<file path="src/rtl/arm_pipe_pkg.sv">
// rtl/arm_pipe_pkg.sv - shared types and constants for the ARM-subset pipeline
//
// Purpose : FSM state encoding, register-index width and the default SRAM
//           wait limit shared by the hazard controller and its sub-module.
// Ports   : none (package).
package arm_pipe_pkg;

  localparam int REG_W            = 4;
  localparam int DEFAULT_MAX_WAIT = 15;

  typedef enum logic [1:0] {
    RUN      = 2'd0,
    MEM_WAIT = 2'd1,
    FAULT    = 2'd2
  } state_t;

endpackage

</file>
<file path="src/rtl/hazard_detect.sv">
// rtl/hazard_detect.sv - read-after-write hazard term for the instruction in ID
//
// Purpose : Compares the decoded source registers against the EXE and MEM
//           destinations. With forwarding active only a load in EXE can
//           stall, because every other result is forwarded in time.
// Ports   : src1/src2, rn_used/two_src   - sources of the instruction in ID
//           exe_dest/mem_dest, *_wb_en   - producers in EXE and MEM
//           exe_mem_read                 - EXE holds a load
//           forward_en                   - forwarding unit active
//           hazard                       - ID must stall
module hazard_detect
  import arm_pipe_pkg::*;
(
  input  logic [REG_W-1:0] src1,
  input  logic [REG_W-1:0] src2,
  input  logic             rn_used,
  input  logic             two_src,
  input  logic [REG_W-1:0] exe_dest,
  input  logic [REG_W-1:0] mem_dest,
  input  logic             exe_wb_en,
  input  logic             mem_wb_en,
  input  logic             exe_mem_read,
  input  logic             forward_en,
  output logic             hazard
);

  logic w_exe_match;
  logic w_mem_match;

  // R0 is an ordinary register here, so a destination of 0 matches too.
  assign w_exe_match = exe_wb_en &&
                       (((src1 == exe_dest) && rn_used) || ((src2 == exe_dest) && two_src));
  assign w_mem_match = mem_wb_en &&
                       (((src1 == mem_dest) && rn_used) || ((src2 == mem_dest) && two_src));

  assign hazard = forward_en ? (w_exe_match && exe_mem_read)
                             : (w_exe_match || w_mem_match);

endmodule

</file>
<file path="src/rtl/pipeline_hazard_controller.sv">
// rtl/pipeline_hazard_controller.sv - stall/flush/freeze sequencer beside the ID stage
//
// Purpose : Resolves RAW hazards with stalls and bubbles, flushes the front
//           end on taken branches, freezes the pipe while the SRAM stage
//           waits and faults after MAX_WAIT wait cycles. Keeps saturating
//           stall and flush counters.
// Ports   : clk, rst (sync, active-high)
//           src1..forward_en        - hazard inputs (see hazard_detect)
//           branch_taken            - EXE resolved a taken branch
//           mem_req, mem_ready      - SRAM access in MEM and its completion
//           cnt_clr                 - clear both counters
//           freeze_front, flush_front, flush_id, freeze_back - controls (comb)
//           mem_fault               - sticky SRAM timeout
//           stall_cycles, flush_count - saturating performance counters
module pipeline_hazard_controller
  import arm_pipe_pkg::*;
#(
  parameter int CNT_W    = 16,
  parameter int MAX_WAIT = DEFAULT_MAX_WAIT
) (
  input  logic             clk,
  input  logic             rst,
  input  logic [REG_W-1:0] src1,
  input  logic [REG_W-1:0] src2,
  input  logic             rn_used,
  input  logic             two_src,
  input  logic [REG_W-1:0] exe_dest,
  input  logic [REG_W-1:0] mem_dest,
  input  logic             exe_wb_en,
  input  logic             mem_wb_en,
  input  logic             exe_mem_read,
  input  logic             forward_en,
  input  logic             branch_taken,
  input  logic             mem_req,
  input  logic             mem_ready,
  input  logic             cnt_clr,
  output logic             freeze_front,
  output logic             flush_front,
  output logic             flush_id,
  output logic             freeze_back,
  output logic             mem_fault,
  output logic [CNT_W-1:0] stall_cycles,
  output logic [CNT_W-1:0] flush_count
);

  localparam logic [7:0] LP_MAX_WAIT = 8'(MAX_WAIT);

  state_t           r_state;
  state_t           w_state_nxt;
  logic [7:0]       r_wait_cnt;
  logic [7:0]       w_wait_nxt;
  logic [7:0]       w_wait_inc;
  logic             r_mem_fault;
  logic             w_fault_set;
  logic             w_resolve;
  logic             w_hazard;
  logic [CNT_W-1:0] r_stall_cycles;
  logic [CNT_W-1:0] r_flush_count;

  hazard_detect u_hazard_detect (
    .src1         (src1),
    .src2         (src2),
    .rn_used      (rn_used),
    .two_src      (two_src),
    .exe_dest     (exe_dest),
    .mem_dest     (mem_dest),
    .exe_wb_en    (exe_wb_en),
    .mem_wb_en    (mem_wb_en),
    .exe_mem_read (exe_mem_read),
    .forward_en   (forward_en),
    .hazard       (w_hazard)
  );

  assign w_wait_inc = r_wait_cnt + 8'd1;

  always_comb begin
    freeze_front = 1'b0;
    flush_front  = 1'b0;
    flush_id     = 1'b0;
    freeze_back  = 1'b0;
    w_state_nxt  = r_state;
    w_wait_nxt   = r_wait_cnt;
    w_fault_set  = 1'b0;
    w_resolve    = 1'b0;

    if (!rst) begin
      case (r_state)
        RUN: begin
          if (mem_req && !mem_ready) begin
            freeze_front = 1'b1;
            freeze_back  = 1'b1;
            // This cycle is the first wait cycle; a limit of 1 is already spent.
            if (LP_MAX_WAIT <= 8'd1) begin
              w_state_nxt = FAULT;
              w_fault_set = 1'b1;
            end else begin
              w_state_nxt = MEM_WAIT;
              w_wait_nxt  = 8'd1;
            end
          end else begin
            w_resolve = 1'b1;
          end
        end
        MEM_WAIT: begin
          if (!mem_ready) begin
            freeze_front = 1'b1;
            freeze_back  = 1'b1;
            // wait_cnt counts completed wait cycles; fault once this one reaches the limit.
            if (w_wait_inc >= LP_MAX_WAIT) begin
              w_state_nxt = FAULT;
              w_fault_set = 1'b1;
            end else begin
              w_wait_nxt = w_wait_inc;
            end
          end else begin
            w_state_nxt = RUN;
            w_wait_nxt  = 8'd0;
            w_resolve   = 1'b1;
          end
        end
        FAULT: begin
          freeze_front = 1'b1;
          freeze_back  = 1'b1;
        end
        default: begin
          w_state_nxt = RUN;
          w_wait_nxt  = 8'd0;
        end
      endcase

      // Branch beats hazard: the stalled instruction is on the wrong path anyway.
      if (w_resolve) begin
        if (branch_taken) begin
          flush_front = 1'b1;
          flush_id    = 1'b1;
        end else if (w_hazard) begin
          freeze_front = 1'b1;
          flush_id     = 1'b1;
        end
      end
    end
  end

  always_ff @(posedge clk) begin
    if (rst) begin
      r_state        <= RUN;
      r_wait_cnt     <= 8'd0;
      r_mem_fault    <= 1'b0;
      r_stall_cycles <= '0;
      r_flush_count  <= '0;
    end else begin
      r_state    <= w_state_nxt;
      r_wait_cnt <= w_wait_nxt;
      if (w_fault_set) begin
        r_mem_fault <= 1'b1;
      end
      if (cnt_clr) begin
        r_stall_cycles <= '0;
      end else if (freeze_front && (r_stall_cycles != '1)) begin
        r_stall_cycles <= r_stall_cycles + CNT_W'(1);
      end
      if (cnt_clr) begin
        r_flush_count <= '0;
      end else if (flush_front && (r_flush_count != '1)) begin
        r_flush_count <= r_flush_count + CNT_W'(1);
      end
    end
  end

  assign mem_fault    = r_mem_fault;
  assign stall_cycles = r_stall_cycles;
  assign flush_count  = r_flush_count;

endmodule

</file>
<file path="config.mk">
export PLATFORM = sky130hd
export DESIGN_NAME = pipeline_hazard_controller
export DESIGN_NICKNAME = d
export VERILOG_FILES = /design/src/rtl/arm_pipe_pkg.sv /design/src/rtl/hazard_detect.sv /design/src/rtl/pipeline_hazard_controller.sv
export SDC_FILE = /design/constraint.sdc
export NUM_CORES = 1
export LEC_CHECK = 0
export BUFFER_PORTS_ARGS = -buffer_cell sky130_fd_sc_hd__buf_4
export CAP_MARGIN = 20
export CORE_UTILIZATION = 48
export CTS_BUF_LIST = sky130_fd_sc_hd__clkbuf_16
export DETAILED_ROUTE_END_ITERATION = 10
export PLACE_DENSITY = 0.85
export SETUP_SLACK_MARGIN = 0.2
export SYNTH_ARGS = -nofsm -noshare
export SYNTH_HDL_FRONTEND = slang
export SYNTH_HIERARCHICAL = 1
export SYNTH_SLANG_ARGS = --single-unit
export TNS_END_PERCENT = 20
</file>
<file path="constraint.sdc">
create_clock -name clk -period 2.11 [get_ports clk]
set_input_delay 0.422 -clock clk [delete_from_list [all_inputs] [get_ports clk]]
set_output_delay 0.422 -clock clk [all_outputs]
set_load 0.01 [all_outputs]
</file>
==> results of run 1 <==
-- placed cells by master (no fill, tap or decap), types with 3 or more instances in the layout --
cell | synthesis | final
buf_4 | 0 | 73
dfxtp_1 | 43 | 42
nor2_1 | 31 | 31
nand2_1 | 19 | 19
xor2_1 | 22 | 18
xnor2_1 | 14 | 14
nand3_1 | 14 | 13
nand4_1 | 10 | 10
and3_1 | 9 | 9
a21oi_1 | 11 | 8
and4_1 | 8 | 7
o211ai_1 | 7 | 7
buf_6 | 0 | 7
inv_1 | 5 | 6
a31oi_1 | 6 | 6
o21ai_0 | 6 | 6
and2_1 | 5 | 5
nor2b_1 | 5 | 5
nor3b_1 | 5 | 5
clkbuf_16 | 0 | 5
nor4_1 | 6 | 4
a21oi_2 | 1 | 4
xor2_2 | 0 | 4
nand2b_1 | 3 | 3
mux2i_1 | 3 | 3
nor4_2 | 1 | 3
a211oi_1 | 3 | 3
ha_1 | 4 | 3
-- synthesized netlist by cell type, drive strengths merged (2+ instances only) --
cell type  instances
dfxtp             43
nor2              31
xor2              22
nand2             19
nand3             15
xnor2             14
a21oi             12
clkbuf            11
nand4             11
and3              10
o21ai              9
and4               8
nor4               8
a31oi              7
o211ai             7
and2               5
inv                5
nor2b              5
nor3               5
nor3b              5
buf                4
ha                 4
a211oi             3
a31o               3
mux2i              3
nand2b             3
a21o               2
nor4b              2
o2111ai            2
o211a              2
or3                2
or4                2
-- metal layers --
metal | vias to the layer above | track usage | share of wire
li1 | 1255 | - | -
met1 | 1208 | 0.293 | 0.42
met2 | 108 | 0.413 | 0.51
met3 | 15 | 0.0656 | 0.053
met4 | 0 | 0.0713 | 0.016
met5 | - | 0 | 0
-- repair_timing --
item	in CTS	in global routing
setup buffers	2	1
gates resized for setup	10	22
pin swaps	10	13
setup endpoints to repair	11	29
-- cells by family after synthesis --
family,after synthesis,share of synthesized area
simple gates,134,0.304
mux,4,0.0161
xor+xnor,36,0.123
fa+ha+maj,4,0.0195
compound gates,60,0.170
flops,43,0.336
buf+inv,20,0.0313
-- per-stage QoR --
step	area, sq um	TNS (ns)
2_1_floorplan	2560	0
3_3_place_gp	3180	-0.751
3_5_place_dp	3180	-1.76
4_1_cts	3430	-0.120
5_1_grt	3540	-0.441
6_report	3540	-0.200
-- area by class of cell --
cell class | count | area [sq um] | share of cell area
repair buffers | 82 | 657 | 0.185
multi-input cells | 238 | 1730 | 0.488
inverters | 5 | 18.8 | 0.00530
clock buffers | 5 | 125 | 0.0353
clock inverters | 3 | 63.8 | 0.0180
well taps | 70 | 87.6 | 0.0247
flip-flops and latches | 43 | 862 | 0.243
-- worst max-delay path, cell delays in order --
cell and delay, ns:
buf_4 0.12, xor2_1 0.15, nor4_1 0.28, nand3_1 0.11, nand3_1 0.13, nand2b_1 0.11, a31oi_4 0.24, buf_6 0.13
o211ai_1 0.12, or4_1 0.46, a21oi_2 0.16
-- worst paths after layout --
kind,start,endpoint,slack [ns]
min reg2reg,mem_fault,mem_fault,0.44
min,mem_ready,r_state[0],0.33
max reg2reg,stall_cycles[6],stall_cycles[3],0.26
max,exe_dest[3],stall_cycles[9],-0.10
-- registers in the layout (all words and copies together) (netlist names) --
signal and count:
flush_count 16, mem_fault 1, r_state 2, r_wait_cnt 8
stall_cycles 16
-- power by group --
| part | internal, mW | leakage, nW | switching (mW) |
|---|---|---|---|
| Combinational | 0.109 | 0.977 | 0.105 |
| Sequential | 0.817 | 0.347 | 0.00609 |
| Clock | 0.674 | 0.0952 | 0.320 |
==> summary.md, run 1 <==
| Metric | Value |
|---|---|
| Top cell type by total area after synthesis | `dfxtp_1` |
| FMAX | `452 MHz` |
| Final core occ | `0.689` |
| Die Y | `75.1 um` |
| Slew Viols, Final | `0` |
| Via-to-Cell Ratio | `5.80` |
| Post-DP HPWL | `4560 um` |
| Clock sinks | `43` |
| Min Tclk post-route | `2.21 ns` |
| Core ar. | `5140 sq um` |
| Post-route setup slack | `-0.104 ns` |
| Slew HR | `0.633` |
| Top cell type's share of synthesized area | `0.336` |
| CTS Buffer Depth | `2` |
| WL final | `6690 um` |
| Top post-synthesis cells by area | `dfxtp_1, xor2_1, xnor2_1` |
| Pwr Total | `2.03 mW` |
| Endpoints failing setup | `2` |
| Layout area overhead | `38.3%` |
| First-pass GRT wire length | `between 10000 and 15000 um` |
| FP Rows | `26` |
| Worst slew pin tran | `about 0.55 ns` |
| P_leak | `1.42 nW` |
| Residual DRC | `0` |
| Cells after synthesis | `301` |
| Final hold vios | `0` |
| Largest net degree at the start of global routing | `30` |
| Port buffer count | `64` |
| Mean Syn Cell Area | `8.51 sq um` |
| Filler cells | `405` |
| IO Count | `65` |
| Register area share after synthesis | `0.336` |
| Critical path endpoint category | `flip-flop` |
| Diodes inserted | `0` |
| TritonCTS Buffers | `5` |
| Synthesis-stage register bit count | `43` |
| Failing checks | `negative setup slack` |
| Post-Layout Cell Count | `~450` |
| Post-CTS Hold Buffers | `0` |
| Max rail drop VDD | `about 0.00053 V` |
| Starting density of the core | `0.499` |
| Worst Skew | `0.00433 ns` |
| Hold Crit Class | `in -> reg` |
| Die area | `about 5600 sq um` |
| Yosys synthesis warning count | `6` |
| Initial antenna violation count | `0` |
| Syn nets | `333` |
| Die width | `75.1 um` |
| TritonCTS clock tree | `done` |
| Synth cell types | `60` |
| DRT antenna net count | `0` |
| Worst EP arrival | `about 2.4 ns` |
| Wirelength per Cell | `roughly 15 um` |
| Reg2Reg Depth | `7` |
| CP Class | `in -> reg` |
| All-Layer GR Usage | `0.240` |
| Hold WS | `0.331 ns` |
| Pwr/cell area | `between 500 and 600 nW/um^2` |
| Vias in the first global route | `2342` |
| Fin nets | `roughly 410` |
| RePlAce Congestion | `0.840` |
| DR vias | `between 2k and 3k` |
| Worst-Skew Late Latency | `0.29 ns` |
| Congestion Overflow GR | `0` |
| DP Worst Slack | `-0.235 ns` |
| Hold path cells | `2` |
| Pre-antenna DRT Iters | `4` |
| CP startpoint kind | `input port` |
| DRT iter0 DRCs | `177` |
| Share of async-settable or async-resettable flops after synthesis | `0` |
| Fin crit share | `1.05` |
| RSZ-0062 raised after global routing | `yes` |
| EDFF count, synth | `0` |
| Netlist Area Pre-Place | `between 2000 and 3000 sq um` |
| Outcome | `finished, violations left` |
| CTS H-Tree Depth | `2` |
| Share of cells above drive strength 1 | `0.327` |
| Required @ worst endpoint | `2.33 ns` |
| Ys flop type | `dfxtp_1` |
| Inst Count DP | `around 440` |
| CTS root buf | `clkbuf_16` |
| CTS clock-pin slew for the worst setup and hold paths | `0.06 ns` |
| CP max FO | `3` |
| Max-cap violations | `0` |
Power figures use the tool's default switching activity.
==> run 2, diff against run 1 <==
--- a/config.mk
+++ b/config.mk
@@ -5,12 +5,14 @@
 export SDC_FILE = /design/constraint.sdc
 export NUM_CORES = 1
 export LEC_CHECK = 0
+export ABC_AREA = 1
 export BUFFER_PORTS_ARGS = -buffer_cell sky130_fd_sc_hd__buf_4
 export CAP_MARGIN = 20
-export CORE_UTILIZATION = 48
+export CORE_MARGIN = 3
+export CORE_UTILIZATION = 49
 export CTS_BUF_LIST = sky130_fd_sc_hd__clkbuf_16
 export DETAILED_ROUTE_END_ITERATION = 10
-export PLACE_DENSITY = 0.85
+export PLACE_DENSITY = 0.86
 export SETUP_SLACK_MARGIN = 0.2
 export SYNTH_ARGS = -nofsm -noshare
 export SYNTH_HDL_FRONTEND = slang
==> summary.md, run 2 <==
| Metric | Value |
|---|---|
| Netlist Area Pre-Place | `2690 sq um` |
| TritonCTS clock tree | `done` |
| Post-Route Setup TNS | `0 ns` |
| Die area | `~6400 sq um` |
| Die width | `about 80 um` |
| All-Layer GR Usage | `0.211` |
| Fin crit share | `0.876` |
| Top cell type's share of synthesized area | `0.320` |
| CP startpoint kind | `input port` |
| Worst-Skew Late Latency | `0.28 ns` |
| Die Y | `~80 um` |
| Crit-path leading delay family | `simple AND/OR/NAND/NOR gates` |
| DRT iter0 DRCs | `127` |
| Critical-path top delay cell | `nand2_2` |
| Share of cells above drive strength 1 | `0.236` |
| Synthesis-stage register bit count | `43` |
| Register area share after synthesis | `0.320` |
| Critical path endpoint category | `primary output` |
| Endpoints failing setup | `0` |
| Pwr/cell area | `539 nW/um^2` |
| Worst Skew | `0.00586 ns` |
| Residual DRC | `0` |
| Register Area | `863 sq um` |
| Layout area overhead | `30.7%` |
| Via-to-Cell Ratio | `5.03` |
| Port buffer count | `64` |
| Met2 wirelength from detailed routing | `3530 um` |
| IO Count | `65` |
| Top cells by instance count after synthesis | `nand2_1, nor2_1, inv_1` |
| Hold_sp | `rst` |
| RSZ-0062 raised after global routing | `yes` |
| WL final | `6900 um` |
| Starting density of the core | `0.517` |
| EDFF count, synth | `0` |
| Pre-antenna DRT Iters | `5` |
| Fin area | `3520 sq um` |
| Final core occ | `0.676` |
| Post-synthesis compound-gate area fraction | `0.101` |
| CTS H-Tree Depth | `2` |
| Max-cap violations | `0` |
| Largest net degree at the start of global routing | `20` |
| Vias in the first global route | `2541` |
| Inst Count DP | `around 560` |
| Mean Syn Cell Area | `6.23 sq um` |
| CTS root buf | `clkbuf_16` |
| Top cell type by total area after synthesis | `dfxtp_1` |
| Yosys synthesis warning count | `6` |
| DP Worst Slack | `0.103 ns` |
| Required @ worst endpoint | `1.69 ns` |
| Cell repeated most along the worst path | `nand2_1` |
| Filler cells | `465` |
| Congestion Overflow GR | `0` |
| DR vias | `2909` |
| Post-Layout Cell Count | `578` |
| CP peak stage delay | `0.13 ns` |
| Wirelength per Cell | `11.9 um` |
| Number of buffer and inverter stages on the critical path | `2` |
| Outcome | `finished, final reports clean` |
| RePlAce Congestion | `0.932` |
| DRT antenna net count | `0` |
| Simple-gate share of the synthesized area | `0.398` |
| Syn nets | `~460` |
| Diodes inserted | `0` |
| Slew HR | `0.744` |
| Most common cell after layout, fill and taps aside | `nand2_1` |
| Post-DP HPWL | `5020 um` |
| Reg2Reg Launch Point | `stall_cycles[1]` |
| FMAX | `541 MHz` |
| CP Class | `in -> out` |
| Min Tclk post-route | `1.85 ns` |
| Share of async-settable or async-resettable flops after synthesis | `0` |
| Xor/xnor share of the synthesized area | `0.0684` |
| Most frequent cells in the layout | `nand2_1, buf_4, nor2_1, inv_1, dfxtp_1` |
| CTS Buffer Depth | `2` |
| Fin nets | `539` |
| Worst slew pin tran | `0.381 ns` |
| DR top layer | `met4` |
| Initial antenna violation count | `0` |
| DRT met1 WL | `3000 um` |
| Synth cell types | `31` |
| TritonCTS Buffers | `5` |
| CP max FO | `4` |
| Post-route setup slack | `0.262 ns` |
| Slew Viols, Final | `0` |
| Core ar. | `5200 sq um` |
| Most common cell in the netlist | `nand2_1` |
| P_leak | `1.52 nW` |
| Placed inst area | `3240 sq um` |
| Critical Path Source | `src2[1]` |
| Worst EP arrival | `1.43 ns` |
| Ys flop type | `dfxtp_1` |
| FP Rows | `26` |
| Multiplexer share of the synthesized area | `0` |
| First-pass GRT wire length | `roughly 11000 um` |
| Met3 routed WL | `~290 um` |
| Hold WS | `0.405 ns` |
| Top post-synthesis cells by area | `dfxtp_1, nand2_1, nor2_1` |
| Max rail drop VDD | `0.000542 V` |
| Final hold vios | `0` |
| Largest family of logic cells by synthesized area | `simple AND/OR/NAND/NOR gates` |
| Pwr Total | `1.90 mW` |
| Post-CTS Hold Buffers | `0` |
| Hold Crit Class | `in -> reg` |
| Adder-cell share of the synthesized area | `0.0186` |
| Cell Chain, Critical Path | `buf_4, nand2_2, nand2_1, nor2_2, nand3_1, nand2_1, nand2_1, nand2_1, nand4_1, nand2_2, buf_6` |
| Clock sinks | `43` |
| Footprint of the multi-input gates | `1600 sq um` |
| Cells after synthesis | `432` |
| CTS clock-pin slew for the worst setup and hold paths | `0.06 ns` |
[run 2: changes by cell type after synthesis, sizes merged, moves of 9 or more]
cell,previous run,this run
inv,5,55
a21oi,12,30
nor2,31,63
and3,10,0
nand3,15,24
nand2,19,141
xor2,22,7
[run 2: cells by family (layout without fill, tap and decap cells)]
kind of cell / count (synthesis) / in the layout
buffers and inverters: 63 / 139
and+or+nand+nor: 250 / 250
xor gates and xnor gates: 21 / 21
adders and majority gates: 4 / 4
DFF: 43 / 43
AOI/OAI and AO/OA: 51 / 51
[run 2: worst paths after layout]
path,end,slack (ns),depth (start not counted)
max,freeze_front,0.26,11
min,r_wait_cnt[3],0.41,2
min reg2reg,mem_fault,0.45,2
max reg2reg,stall_cycles[0],0.30,10
[run 2: area by class of cell]
cell class	count	share of cell area
Timing Repair Buffer	74	0.165
Tap cell	70	0.0249
Multi-Input combinational cell	326	0.456
Inverter	57	0.0619
Clock buffer	5	0.0356
Sequential cell	43	0.245
Clock inverter	3	0.0110
[run 2: routing by layer]
layer,GRT usage,up-vias
met5,0,-
met4,0.0625,0
met3,0.0280,8
met2,0.379,70
met1,0.259,1329
li1,-,1502
[run 2: what timing repair did]
item / CTS / global route
setup endpoints to repair: 0 / 26
resized for setup: 0 / 30
buffers inserted: 0 / 7
[run 2: power breakdown]
part	internal, mW	switching, mW
clock	0.552	0.312
sequential	0.817	0.00626
combinational	0.0945	0.115
==> run 3, diff against run 2 <==
--- a/config.mk
+++ b/config.mk
@@ -12,6 +12,7 @@
 export CORE_UTILIZATION = 49
 export CTS_BUF_LIST = sky130_fd_sc_hd__clkbuf_16
 export DETAILED_ROUTE_END_ITERATION = 10
+export MAX_ROUTING_LAYER = met4
 export PLACE_DENSITY = 0.86
 export SETUP_SLACK_MARGIN = 0.2
 export SYNTH_ARGS = -nofsm -noshare
==> summary.md, run 3 (synthesis results as in run 2) <==
| Metric | Value |
|---|---|
| CP Class | `in -> out` |
| Register Area | `863 sq um` |
| Worst-Skew Late Latency | `0.29 ns` |
| DR vias | `2888` |
| Sequential fraction of design power | `0.433` |
| Worst Skew | `approximately 0.0048 ns` |
| Max rail drop VDD | `between 0.0005 and 0.0006 V` |
| Wirelength per Cell | `11.9 um` |
| Pwr Total | `1.90 mW` |
| Slew Viols, Final | `0` |
| Footprint of the multi-input gates | `1600 sq um` |
| Core ar. | `5200 sq um` |
| Clk pwr share | `0.457` |
| Residual DRC | `0` |
| Fin crit share | `0.879` |
| Congestion Overflow GR | `0` |
| TritonCTS clock tree | `done` |
| Internal | `1.46 mW` |
| Combinational share of power | `0.110` |
| Die width | `80.1 um` |
| Fin nets | `539` |
| WL final | `6910 um` |
| Diodes inserted | `0` |
| RSZ-0062 raised after global routing | `yes` |
| Slew HR | `0.743` |
| TritonCTS Buffers | `5` |
| Cell Chain, Critical Path | `buf_6, inv_1, nand2_2, nand2_1, nor2_1, nand3_1, nand2_1, nand2_1, nand2_1, nand4_1, nand2_2, buf_6` |
| Die area | `approximately 6400 sq um` |
| Worst slew pin tran | `~0.38 ns` |
| Port buffer count | `64` |
| Most common cell after layout, fill and taps aside | `nand2_1` |
| Share of cells above drive strength 1 | `0.236` |
| Pwr/cell area | `541 nW/um^2` |
| DRT antenna net count | `0` |
| Via-to-Cell Ratio | `roughly 5.0` |
| Post-CTS Hold Buffers | `0` |
| CP max FO | `4` |
| DRT iter0 DRCs | `~130` |
| Layout area overhead | `30.7%` |
| Filler cells | `about 470` |
| Critical-path top delay cell | `nand2_2` |
| Vias in the first global route | `2537` |
| IO Count | `65` |
| First-pass GRT wire length | `11000 um` |
| Required @ worst endpoint | `roughly 1.7 ns` |
| Reg2Reg Launch Point | `stall_cycles[1]` |
| Starting density of the core | `0.517` |
| Psw | `around 440 uW` |
| Endpoints failing setup | `0` |
| CTS Buffer Depth | `2` |
| Outcome | `finished, final reports clean` |
| CTS root buf | `clkbuf_16` |
| P_leak | `1.52 nW` |
| Critical path endpoint category | `primary output` |
| Worst EP arrival | `1.43 ns` |
| Min Tclk post-route | `1.85 ns` |
| Pre-antenna DRT Iters | `4` |
| FP Rows | `26` |
| CTS clock-pin slew for the worst setup and hold paths | `0.06 ns` |
| Hold Crit Class | `in -> reg` |
| Post-Route Setup TNS | `0 ns` |
| CTS H-Tree Depth | `2` |
| Post-DP HPWL | `5020 um` |
| CP startpoint kind | `input port` |
| Most frequent cells in the layout | `nand2_1, buf_4, nor2_1, inv_1, dfxtp_1` |
| FMAX | `between 500 and 600 MHz` |
| Initial antenna violation count | `0` |
| CP peak stage delay | `0.13 ns` |
| Critical Path Source | `exe_dest[0]` |
| Switching portion of total power | `0.231` |
| Crit-path leading delay family | `simple AND/OR/NAND/NOR gates` |
| Number of buffer and inverter stages on the critical path | `3` |
| Hold_sp | `rst` |
| Cell repeated most along the worst path | `nand2_1` |
| Clock sinks | `43` |
| Max-cap violations | `0` |
| RePlAce Congestion | `0.948` |
| All-Layer GR Usage | `0.216` |
| Final hold vios | `0` |
| Largest net degree at the start of global routing | `20` |
| Die Y | `80.1 um` |
-- run 3: repair_timing --
action | CTS | global route
resized for setup | 0 | 30
endpoints found under the setup margin | 0 | 26
setup buffers | 0 | 7
-- run 3: worst paths after layout --
check	slack [ns]	to	depth (start not counted)
worst max-delay path	0.26	freeze_front	12
worst min-delay path	0.41	r_wait_cnt[3]	2
worst max register to register	0.30	stall_cycles[0]	10
worst min register to register	0.45	mem_fault	2
-- run 3: final cells by class --
type,count,area share
Clock buffer,5,0.0356
Clock inverter,3,0.0110
Inverter,57,0.0619
Multi-Input combinational cell,326,0.456
Sequential cell,43,0.245
Tap cell,70,0.0249
Timing Repair Buffer,74,0.165
-- run 3: metal layers --
metal	routed length, um	vias to the layer above	global-route usage
met5	0	-	-
met4	81	0	0.0625
met3	261	7	0.0280
met2	3520	68	0.379
met1	3040	1307	0.259
li1	-	1506	-
-- run 3: power groups by stage --
stage                     registers [mW]  clock network, mW  logic (mW)
after CTS                          0.823              0.880       0.186
after global placement             0.841                  0       0.181
after detailed placement           0.841                  0       0.185
after global routing               0.824              0.914       0.231
final                              0.823              0.870       0.210
after floorplan                    0.841                  0       0.105
-- run 3: worst reg2reg max path, stage by stage, from the launching register on --
cell	delay, ns
dfxtp_1	0.40
ha_2	0.24
nand3_1	0.09
nor2_2	0.14
nand2_2	0.10
nor2_4	0.13
nand2_2	0.07
nand2_4	0.18
inv_4	0.12
o21ai_1	0.17
a21oi_2	0.04
-- run 3: metrics by stage --
step | util | hold WS, ns | worst slack (ns) | std cells | cell area [sq um]
after detailed placement | 0.623 | 0.448 | 0.103 | 563 | 3240
after CTS | 0.654 | 0.409 | 0.206 | 571 | 3410
after floorplan | - | 0.432 | 0.392 | 432 | 2690
after global placement | 0.623 | 0.441 | 0.175 | 563 | 3240
after global routing | 0.676 | 0.416 | 0.171 | 578 | 3520
final | 0.676 | 0.405 | 0.255 | 578 | 3520
